[config.mk]
export PLATFORM = sky130hd
export DESIGN_NAME = control_sequencer
export DESIGN_NICKNAME = d
export VERILOG_FILES = /design/src/rtl/control_sequencer.sv
export SDC_FILE = /design/constraint.sdc
export NUM_CORES = 1
export LEC_CHECK = 0
export ABC_AREA = 1
export ABC_CLOCK_PERIOD_IN_PS = 3000
export BUFFER_PORTS_ARGS = -buffer_cell sky130_fd_sc_hd__buf_2
export CORE_ASPECT_RATIO = 1.25
export CORE_MARGIN = 4
export CORE_UTILIZATION = 50
export CTS_CLUSTER_SIZE = 40
export DETAILED_ROUTE_END_ITERATION = 10
export GPL_TIMING_DRIVEN = 0
export HOLD_SLACK_MARGIN = 0.15
export PLACE_DENSITY = 0.79
export SLEW_MARGIN = 25
export SYNTH_ARGS = -nofsm -noshare
export SYNTH_HDL_FRONTEND = slang
export SYNTH_SLANG_ARGS = --single-unit
[constraint.sdc]
create_clock -name clk -period 3 [get_ports clk]
set_input_delay 0 -clock clk [delete_from_list [all_inputs] [get_ports clk]]
set_output_delay 0 -clock clk [all_outputs]
set_load 0.05 [all_outputs]
[src/rtl/control_sequencer.sv]
// control_sequencer: multi-cycle fetch / execute / memory control FSM.
// Fetches over a req/ack instruction port, decodes IR[n-1:n-5], sequences the data-memory
// handshake for LW/SW and commits each instruction with a one-cycle pc_en strobe.
// Requests and datapath controls are decoded from the registered state and IR, so they
// clear together with the asynchronous reset. They also follow the live ack/zero inputs
// in the cycle those inputs arrive. Status outputs (halted, trap, trap_cause, retired)
// are registered.
module control_sequencer #(
    parameter int unsigned n       = 32,
    parameter int unsigned CW      = 16,
    parameter int unsigned TIMEOUT = 255,
    parameter logic [3:0]  ALU_ADD = 4'h2,
    parameter logic [3:0]  ALU_SUB = 4'h6
) (
    input  logic          clk,
    input  logic          reset,
    input  logic          run,
    output logic          imem_req,
    input  logic          imem_ack,
    input  logic [n-1:0]  imem_rdata,
    output logic          dmem_req,
    input  logic          dmem_ack,
    input  logic          zero,
    output logic [n-1:0]  instruction,
    output logic          regDst,
    output logic          regWrite,
    output logic          branch,
    output logic          memWrite,
    output logic          memToReg,
    output logic          jump,
    output logic          jalSelect,
    output logic          jalSelect2,
    output logic          jrSelect,
    output logic          aluSrc,
    output logic          branchMuxSelect,
    output logic [3:0]    aluControl,
    output logic          pc_en,
    output logic          halted,
    output logic          trap,
    output logic [1:0]    trap_cause,
    output logic [CW-1:0] retired
);

    localparam int unsigned WW = (TIMEOUT < 2) ? 1 : $clog2(TIMEOUT);
    localparam logic [WW-1:0] W_LAST = WW'(TIMEOUT - 1);
    localparam bit TO_EN = (TIMEOUT != 0);

    typedef enum logic [2:0] {
        S_IDLE,
        S_FETCH,
        S_EXEC,
        S_MEM,
        S_HALT,
        S_TRAP
    } state_t;

    state_t        r_state;
    logic [n-1:0]  r_ir;
    logic [WW-1:0] r_wait;
    logic [CW-1:0] r_retired;
    logic          r_halted;
    logic          r_trap;
    logic [1:0]    r_cause;

    logic [4:0] w_op;
    logic       w_regDst, w_regWrite, w_branch, w_memWrite, w_memToReg, w_jump;
    logic       w_jalSelect, w_jalSelect2, w_jrSelect, w_aluSrc;
    logic [3:0] w_alu;
    logic       w_legal, w_is_mem, w_is_halt;
    logic       w_active;

    assign w_op = r_ir[n-1 -: 5];

    // Opcode decode of the latched instruction register.
    always_comb begin
        w_regDst     = 1'b0;
        w_regWrite   = 1'b0;
        w_branch     = 1'b0;
        w_memWrite   = 1'b0;
        w_memToReg   = 1'b0;
        w_jump       = 1'b0;
        w_jalSelect  = 1'b0;
        w_jalSelect2 = 1'b0;
        w_jrSelect   = 1'b0;
        w_aluSrc     = 1'b0;
        w_alu        = ALU_ADD;
        w_legal      = 1'b1;
        w_is_mem     = 1'b0;
        w_is_halt    = 1'b0;
        case (w_op)
            5'h00: begin w_regDst = 1'b1; w_regWrite = 1'b1; w_alu = r_ir[3:0]; end
            5'h01: begin w_aluSrc = 1'b1; w_regWrite = 1'b1; end
            5'h02: begin w_aluSrc = 1'b1; w_memToReg = 1'b1; w_regWrite = 1'b1; w_is_mem = 1'b1; end
            5'h03: begin w_aluSrc = 1'b1; w_memWrite = 1'b1; w_is_mem = 1'b1; end
            5'h04: begin w_branch = 1'b1; w_alu = ALU_SUB; end
            5'h05: w_jump = 1'b1;
            5'h06: begin w_jump = 1'b1; w_regWrite = 1'b1; w_jalSelect = 1'b1; w_jalSelect2 = 1'b1; end
            5'h07: w_jrSelect = 1'b1;
            5'h1F: w_is_halt = 1'b1;
            default: w_legal = 1'b0;
        endcase
    end

    assign w_active = (r_state == S_EXEC) || (r_state == S_MEM);

    // Drive requests and datapath controls from state; commit strobes in EXEC or MEM-ack cycle.
    always_comb begin
        imem_req        = (r_state == S_FETCH);
        dmem_req        = (r_state == S_MEM);
        regDst          = w_active & w_regDst;
        branch          = w_active & w_branch;
        memWrite        = w_active & w_memWrite;
        memToReg        = w_active & w_memToReg;
        jump            = w_active & w_jump;
        jalSelect       = w_active & w_jalSelect;
        jalSelect2      = w_active & w_jalSelect2;
        jrSelect        = w_active & w_jrSelect;
        aluSrc          = w_active & w_aluSrc;
        branchMuxSelect = w_active & w_branch & zero;
        aluControl      = w_active ? w_alu : 4'h0;
        regWrite        = 1'b0;
        pc_en           = 1'b0;
        if (r_state == S_EXEC) begin
            regWrite = w_regWrite & ~w_is_mem;
            pc_en    = w_legal & ~w_is_mem & ~w_is_halt;
        end else if (r_state == S_MEM) begin
            regWrite = w_regWrite & dmem_ack;
            pc_en    = dmem_ack;
        end
    end

    assign instruction = r_ir;
    assign retired     = r_retired;
    assign halted      = r_halted;
    assign trap        = r_trap;
    assign trap_cause  = r_cause;

    // Sequencer state, IR, wait counter, retire counter and sticky status flags.
    always_ff @(posedge clk or negedge reset) begin
        if (!reset) begin
            r_state   <= S_IDLE;
            r_ir      <= '0;
            r_wait    <= '0;
            r_retired <= '0;
            r_halted  <= 1'b0;
            r_trap    <= 1'b0;
            r_cause   <= 2'b00;
        end else begin
            unique case (r_state)
                S_IDLE: begin
                    if (run) begin
                        r_state <= S_FETCH;
                        r_wait  <= '0;
                    end
                end
                S_FETCH: begin
                    if (imem_ack) begin
                        r_ir    <= imem_rdata;
                        r_state <= S_EXEC;
                    end else if (TO_EN && (r_wait == W_LAST)) begin
                        r_state <= S_TRAP;
                        r_trap  <= 1'b1;
                        r_cause <= 2'b10;
                    end else begin
                        r_wait <= r_wait + WW'(1);
                    end
                end
                S_EXEC: begin
                    r_wait <= '0;
                    if (!w_legal) begin
                        r_state <= S_TRAP;
                        r_trap  <= 1'b1;
                        r_cause <= 2'b01;
                    end else if (w_is_halt) begin
                        r_state  <= S_HALT;
                        r_halted <= 1'b1;
                    end else if (w_is_mem) begin
                        r_state <= S_MEM;
                    end else begin
                        r_retired <= r_retired + CW'(1);
                        r_state   <= S_FETCH;
                    end
                end
                S_MEM: begin
                    if (dmem_ack) begin
                        r_retired <= r_retired + CW'(1);
                        r_state   <= S_FETCH;
                        r_wait    <= '0;
                    end else if (TO_EN && (r_wait == W_LAST)) begin
                        r_state <= S_TRAP;
                        r_trap  <= 1'b1;
                        r_cause <= 2'b11;
                    end else begin
                        r_wait <= r_wait + WW'(1);
                    end
                end
                S_HALT: r_state <= S_HALT;
                S_TRAP: r_state <= S_TRAP;
                default: r_state <= S_IDLE;
            endcase
        end
    end

endmodule

* Word level (Yosys, flattened, before mapping)
Cells that the tools add are included.
** Cells by class
- $add $sub $neg :: 2
- Reductions and logical operators :: 17
- Bitwise gates (word level) :: 15
- Equality and inequality tests :: 24
- Mux-type cells :: 47
** Operators by type and width (number)
- $mux W16 :: 4
- $mux W8 :: 4
- $pmux W16 S2 :: 1
- $pmux W8 S4 :: 1
- $eq A5 B3 Y1 const B :: 4
- $mux W1 :: 20
- $mux W3 :: 6
- $pmux W3 S6 :: 1
- $add A16 B1 Y16 const B :: 1
- $ne A2 B2 Y1 const B :: 7
- $and A1 B1 Y1 :: 13
- $mux W2 :: 6
- $eq A5 B2 Y1 const B :: 2
- $reduce_or A9 Y1 :: 1
- $add A8 B1 Y8 const B :: 1
- $eq A8 B8 Y1 const B :: 1
- $pmux W4 S2 :: 1
- $eq A3 B2 Y1 const B :: 2
- $eq A3 B3 Y1 const B :: 2
- $ne A2 B1 Y1 const B :: 3
- $pmux W2 S3 :: 1
- $reduce_and A3 Y1 :: 2
- $reduce_and A6 Y1 :: 1
- $eq A5 B1 Y1 const B :: 1
- other kinds (17) :: 19
** Word-level totals
- Register bits after elaboration :: 63
- Word-level logic and storage cells :: 112
- Input bits :: 38
- Output and inout port bits :: 70

* Depth between registers and ports, before layout
Gate-level depths: netlist (run 1).
- Word-level depth :: 7
- Mapped depth :: 10
- Gate-level depth less buffers :: 9

* Worst setup path before layout (run 1)
Ideal clock, no wire load.
- Path type :: register to output
- From :: register r_ir[31] (netlist: instruction[31])
- To :: output port aluControl[0]
- Stages on the path, launching flop included :: 6
- Data required time :: 3000 ps
- Data arrival time :: 2532 ps
- Setup slack :: 468 ps
- Path through :: dfrtp_1 nor3_1 nand2_1 nor2_1 inv_1 nor2_1
** Between the ends
- Cells in the longest elaborated chain, start to end :: 3
- Elaborated cells on any way between the ends :: 4
- Classes of those cells :: eq/ne (1); mux (2); reduce/logical (1)
** Ends and longest elaborated chain
- from (decl) :: RTL line 58 : logic [n-1:0] r_ir;
- from (signal assigned) :: RTL line 158 : r_ir <= imem_rdata;
- $eq A5 B3 Y1 / $logic_not A5 Y1 (equally long branches) :: RTL line 90 : case (w_op)
- $pmux W4 S2 (*) :: RTL line 90
- $mux W4 (*) :: RTL line 120 : aluControl = w_active ? w_alu : 4'h0;
- to (decl) :: RTL line 36 : output logic [3:0] aluControl,
Every way passes the cells marked *; elsewhere a longest branch is shown, timed or not.

* Worst setup path after layout (run 1)
- From :: register r_ir[29] (netlist: instruction[29])
- To :: output port pc_en
** Between the ends
- Cells in the longest elaborated chain, start to end :: 7
- Elaborated cells on any way between the ends :: 19
- Classes of those cells :: eq/ne (8); mux (4); bitwise (4); reduce/logical (3)
** Ends and longest elaborated chain
- branches (longest 5 deep; another with $reduce_or A9 Y1)
- $and A1 B1 Y1 (*) :: RTL line 125 : pc_en = w_legal & ~w_is_mem & ~w_is_halt;
- $mux W1 (*) :: RTL line 123 : if (r_state == S_EXEC) begin
- to (decl) :: RTL line 37 : output logic pc_en,
Mark *: on every way between the ends.

==> run metrics, run 1 <==
run status=complete, no violations; CTS buffer count=9; IO buf count=around 110; Sw Ratio=53.1%; DRC viols=0; CP max FO=10; Initial Util=52.3%; post-CTS resize count=0; Yosys top cell by area=dfrtp_1; setup violators final=0; slowest stage cell on the critical path=dfrtp_1; GRT Util Overall=25.9%; Mapped Area=3290 µm²; Hold Path Class=input port to register; Synth area leaders=dfrtp_1, nand2_1, nand3_1; Fillers=between 400 and 500; number of distinct library cells after synthesis=29; Buf+Inv Stages, Crit Path=4; CP Capture Type=primary output; Root Buffer=clkbuf_8; fin crit period=2.20 ns; Worst Setup Start Kind=register; core area=roughly 6300 µm²; drt first pass iters=7; Max VDD drop=0.000690 V; period utilization=73.5%; hold buffers post-CTS=36; syn nets=473; number of global-route vias before repair=about 3400; critical path class=register to primary output; detailed-route wire length per cell=14.1 µm; Nets=roughly 630; LEAKAGE=roughly 2.5 nW; final instance area=4550 µm²; Clock transition at path regs=0.08 ns; HP Start=imem_ack; max_cap viols=0; Sequential Power Share=29.1%; # IOs=108; via count=3399; CP startpoint=instruction[29]; gp weighted congestion=0.872; die area=7940 µm²; RR Endpoint=trap_cause[0]; Inserted Diodes=0; Post-Route WL=9540 µm; CP Cell Sequence=inv_1 > nor2_1 > nand3_1 > nand3_1 > o21bai_1 > nand2_2 > nand2_4 > buf_6 > inv_1 > buf_2; worst-skew pair later-pin latency=0.34 ns; #FFs+latches synth=between 60 and 70; CTS tree=done; clock skew=between 0.01 and 0.015 ns; Post-DRT Antenna Nets=0; Die Height=98.7 µm; first-pass GRT wire length=roughly 16000 µm; reg2reg path depth=9; pin count of the biggest net entering global routing=55; Hold Vio Cnt, Final=0; Synth Warn #=0; RSZ-0062 raised after global routing=false; TNS Setup=0 ns; Die Wd=between 80 and 90 µm; clk buf depth=2; CP Depth=10; internal power=2.15 mW; synthesis-to-finish area growth=38.3%; PwrDens=1010 nW/µm²; grt ovf=0; Core Rows=32; Worst Hold Path Cells=5; Worst-Margin Slew=around 0.6 ns; H-tree levels=3; crit-path leading delay family=simple AND/OR/NAND/NOR gates; initial antenna violation count=0; post-synth top area share=between 40% and 50%; Clock power frac=18.4%; combinational share of power=~53%; clk sinks=63; worst r2r src=r_wait[0]; layout cell share with drive strength beyond 1=roughly 25%; Switch Pwr=2.44 mW; Worst EP required=3.00 ns; register area share after synthesis=approximately 48%; drt initial violations=between 200 and 250; Hold EP=r_wait[1]; Mapped Avg Cell Area=~7.6 µm²; dpl hpwl=~6500 µm; WP data arrival=2.20 ns; Mapped Cells=roughly 430; Final Slew Violations=0; slew margin rel.=slightly below 60%; postcts setup bufs=0; setup slack, reg-to-reg=between 0.9 and 1 ns; vias per inst=5.02; Max Clk Rate=454 MHz; Placed Area=3960 µm²; Crit path largest cell delay=0.39 ns
==> cells by family after synthesis <==
logic type / Yosys count / share of synthesized area [%]
simple gates: 257 / 33.3
fa+ha+maj: 3 / 1.14
compound gates: 38 / 6.59
xor+xnor: 12 / 3.20
buf+inv: 59 / 7.80
flops: 63 / 48.0
==> layer usage <==
| layer | wire length, µm | track usage, % | up-vias |
|---|---|---|---|
| met2 | 4830 | 44.3 | 143 |
| met3 | 676 | 6.40 | 18 |
| met1 | 3860 | 31.7 | 1569 |
| met5 | 0 | 0 | - |
| li1 | - | - | 1669 |
| met4 | 176 | 8.58 | 0 |
==> stage by stage <==
| stage | power [mW] | setup WS, ns | utilization [%] | hold WS (ns) | std cells |
|---|---|---|---|---|---|
| floorplan | 3.09 | 0.468 | - | -0.296 | 432 |
| global placement | 3.63 | 1.10 | 62.5 | 0.198 | 624 |
| detailed placement | 3.70 | 1.04 | 63.0 | -0.145 | 625 |
| CTS | 4.58 | 0.796 | 72.3 | 0.175 | 677 |
| global route | 4.88 | 0.607 | 72.3 | 0.208 | 677 |
| finish | 4.60 | 0.795 | 72.3 | 0.182 | 677 |
==> synth_stat cells <==
cell	number
nand2_4	1
buf_4	3
nor2_8	1
o21ai_1	1
xnor2_1	4
o21ai_4	1
ha_1	3
o211ai_1	1
o21bai_1	2
xor2_1	8
nor2_4	2
dfrtp_1	63
nor4_1	1
o21ai_2	1
nor2_1	24
inv_1	45
buf_6	2
nand2_2	1
inv_4	1
nor3_1	13
buf_2	5
nand4_1	7
inv_2	3
o21ai_0	23
nand3_1	38
nand2_1	167
nor2_2	2
a21oi_1	6
o22ai_1	3
==> worst max-delay path by stage <==
stage / slack, ns / endpoint
after global placement: 1.10 / trap_cause[0]
after floorplan: 0.47 / aluControl[0]
after detailed placement: 1.04 / trap_cause[0]
after CTS: 0.80 / pc_en
after global routing: 0.61 / pc_en
final: 0.80 / pc_en
==> placed cells by master (no fill, tap or decap), drive strengths merged <==
cell type    synthesis  final
a21oi                6      6
buf                 10    118
bufinv               0      2
clkbuf               0      9
clkinv               0      1
clkinvlp             0      1
dfrtp               63     63
dlygate4sd3          0     36
ha                   3      3
inv                 49     52
nand2              169    169
nand3               38     38
nand4                7      7
nor2                29     29
nor3                13     13
nor4                 1      1
o211ai               1      1
o21ai               26     26
o21bai               2      2
o22ai                3      3
xnor2                4      4
xor2                 8      8
==> final cells by class <==
| class | count | area (µm²) | share of cell area [%] |
|---|---|---|---|
| Buffer | 10 | 70.1 | 1.54 |
| Sequential cell | 63 | 1580 | 34.7 |
| Timing Repair Buffer | 144 | 926 | 20.4 |
| Multi-Input combinational cell | 310 | 1450 | 32.0 |
| Inverter | 49 | 186 | 4.10 |
| Tap cell | 85 | 106 | 2.34 |
| Clock inverter | 7 | 103 | 2.26 |
| Clock buffer | 9 | 124 | 2.73 |
==> worst register-to-register path, cell delays in order (launching register included) <==
cell	delay (ns)
dfrtp_1	0.42
inv_1	0.10
ha_1	0.16
nand3_1	0.07
nor2_1	0.49
inv_1	0.21
o21ai_0	0.17
nand3_1	0.16
nand2_1	0.09
nand2_1	0.05
==> power by group through the flow <==
stage,logic [mW],clock network [mW],registers [mW]
floorplan,0.976,0,2.11
global placement,2.30,0,1.33
detailed placement,2.36,0,1.34
CTS,2.40,0.855,1.33
global route,2.61,0.895,1.37
finish,2.42,0.844,1.34
==> registers in the layout, summed over array words and instances (netlist names) <==
name and count:
trap 1, trap_cause 2, r_wait 8, r_state 3
retired 16, halted 1, instruction 32
(Power assumes the default switching activity.)
==> run 2, diff against run 1 <==
ABC_CLOCK_PERIOD_IN_PS = 2220   (was 3000)
clock period = 2.22 ns   (was 3 ns; I/O delays follow)
==> run 2 against run 1 <==
Effect of this change: wire length up 1.7%; clock skew decreased by 0.0016 ns; sequential power rose by 36%; final area down 0.17%; sequential cell count unchanged; clock power grew 4.1%; core utilization shrank 0.12 points; power rose by 31%; count of clock-buffer cells in the layout stayed put; global-route usage is essentially flat; first-iteration DRC count fell by 16%; critical path depth did not move; critical endpoint unchanged; largest cell class unchanged; largest power group unchanged.
==> run metrics, run 2 (synthesis results as in run 1) <==
CTS tree=done; PwrDens=1330 nW/µm² (+31%); Final Slew Violations=0 (unchanged); Placed Area=3960 µm² (about the same); Fillers=501 (+3.7%); GRT Util Overall=25.9% (about the same); Inserted Diodes=0 (unchanged); drt first pass iters=5 (-2); layout cell share with drive strength beyond 1=26.3% (+1.4 points); most frequent cells in the layout=nand2_1, buf_2, dfrtp_1; Clock transition at path regs=0.08 ns (about the same); reg2reg path depth=9 (unchanged); period utilization=96.5%; worst-skew pair later-pin latency=0.34 ns (about the same); slew margin rel.=62.0% (+2.3 points); clk sinks=63 (unchanged); run status=complete, no violations; crit-path leading delay family=buffers and inverters; CTS buffer count=9 (unchanged); detailed-route wire length per cell=14.3 µm (+1.4%); setup violators final=0 (unchanged); pin count of the biggest net entering global routing=39 (-29%); TNS Setup=0 ns (unchanged); clock skew=0.0126 ns (-0.00159 ns); Post-DRT Antenna Nets=0 (unchanged); max_cap viols=0 (unchanged); clk buf depth=2 (unchanged); Worst Setup Start Kind=register; Worst EP required=2.22 ns (-0.78 ns); most common cell after layout, fill and taps aside=nand2_1; Sequential Power Share=30.1% (+1.0 points); # IOs=108 (unchanged); gp weighted congestion=0.898 (+3.0%); LEAKAGE=2.49 nW (-0.42%); dpl hpwl=6510 µm (+0.11%); critical path class=register to primary output; vias per inst=5.11 (+1.8%); area of the multi-input gates=1480 µm² (+1.7%); Switch Pwr=3.32 mW (+36%); fin crit period=~2.1 ns; synthesis-to-finish area growth=38.1%; core area=6290 µm² (unchanged); RSZ-0062 raised after global routing=true; Power Total=6.03 mW (+31%); number of global-route vias before repair=3471 (+0.87%); H-tree levels=3 (unchanged); via count=3471 (+2.1%); Sw Ratio=55.0% (+1.9 points); Max Clk Rate=467 MHz; sequential cell area=1580 µm² (unchanged); grt ovf=0 (unchanged); IO buf count=107 (unchanged); Clock power frac=14.6% (-3.8 points); Worst-Margin Slew=0.568 ns (-0.0347 ns); Die Height=98.7 µm (unchanged); Root Buffer=clkbuf_8; die area=7940 µm² (unchanged); drt initial violations=177 (-16%); internal power=2.71 mW (+26%); Max VDD drop=0.000936 V (+36%); slowest stage cell on the critical path=dfrtp_1; crit-path most repeated cell=inv_2; Crit path largest cell delay=0.43 ns (+0.04 ns); DRC viols=0 (unchanged); combinational share of power=55.3% (+2.7 points); Buf+Inv Stages, Crit Path=6 (+2); first-pass GRT wire length=16100 µm (-0.47%); max reg flops=32 (unchanged); Hold Path Class=input port to async pin; Initial Util=52.3% (unchanged); final instance area=4540 µm² (-0.17%); initial antenna violation count=0 (unchanged); Hold Vio Cnt, Final=0 (unchanged); CP Cell Sequence=inv_2 > nor2_4 > inv_4 > nor2_8 > inv_2 > o21ai_4 > nand2_4 > buf_6 > inv_1 > clkbuf_4; CP Capture Type=primary output; CP max FO=10 (unchanged); Core Rows=32 (unchanged); Die Wd=80.5 µm (unchanged); Post-Route WL=9700 µm (+1.7%); CP Depth=10 (unchanged); Nets=630 (+0.32%); WP data arrival=2.14 ns (-0.06 ns)
## run 2: cell count changes in the layout (fill, tap and decap cells not counted), sizes merged
cell	delta
bufinv	-2
clkinvlp	+1
dlygate4sd3	-1
clkbuf	+2
inv	-2
buf	+1
clkinv	+3
## run 2: tightest hold or removal path: stages
cell           delay [ns]
dlygate4sd3_1        0.54
buf_4                0.14
buf_12               0.18
## run 2: layer usage
metal / part of all wire [%] / track usage, %
met1: 39 / 30.2
met2: 51 / 44.5
met5: 0 / 0
met4: 3.3 / 12.2
met3: 6.8 / 5.94
## run 2: power groups by stage
stage / combinational, mW / sequential, mW / clock, mW
CTS: 3.24 / 1.79 / 0.900
finish: 3.33 / 1.82 / 0.879
floorplan: 1.33 / 2.86 / 0
global placement: 3.13 / 1.79 / 0
global route: 3.59 / 1.86 / 0.956
detailed placement: 3.19 / 1.81 / 0
## run 2: layout make-up
type	count	share of cell area, %
clock buffer	9	2.73
multi-input combinational	310	32.6
sequential	63	34.7
clock inverter	7	1.05
tap	85	2.34
inverter	49	4.11
buffer	10	1.54
timing repair buffer	146	20.9
## run 2: final timing paths
kind | endpoint | startpoint | slack [ns]
worst max-delay path | pc_en | r_state[1] | 0.08
worst min-delay path | trap_cause[1] | reset | 0.16
worst max register to register | trap_cause[1] | r_wait[0] | 0.26
worst min register to register | trap | trap | 0.46
max in group asynchronous | retired[6] | reset | 1.84
min in group clk | instruction[24] | imem_ack | 0.19
## run 2: repair_timing
action                                  4_1_cts  5_1_grt
endpoints found under the hold margin       105        0
buffers inserted                              0        2
endpoints found under the setup margin        0        2
hold buffers                                 36        0
gates resized for setup                       0        7
## run 2: stage by stage
stage	hold WS, ns	util, %	setup WS (ns)	std cells
2_1_floorplan	-0.296	-	-0.0531	432
3_3_place_gp	0.201	62.6	0.311	624
3_5_place_dp	-0.0622	63.0	0.284	625
4_1_cts	0.156	71.6	0.0267	677
5_1_grt	0.169	72.2	-0.0528	679
6_report	0.162	72.2	0.0775	679
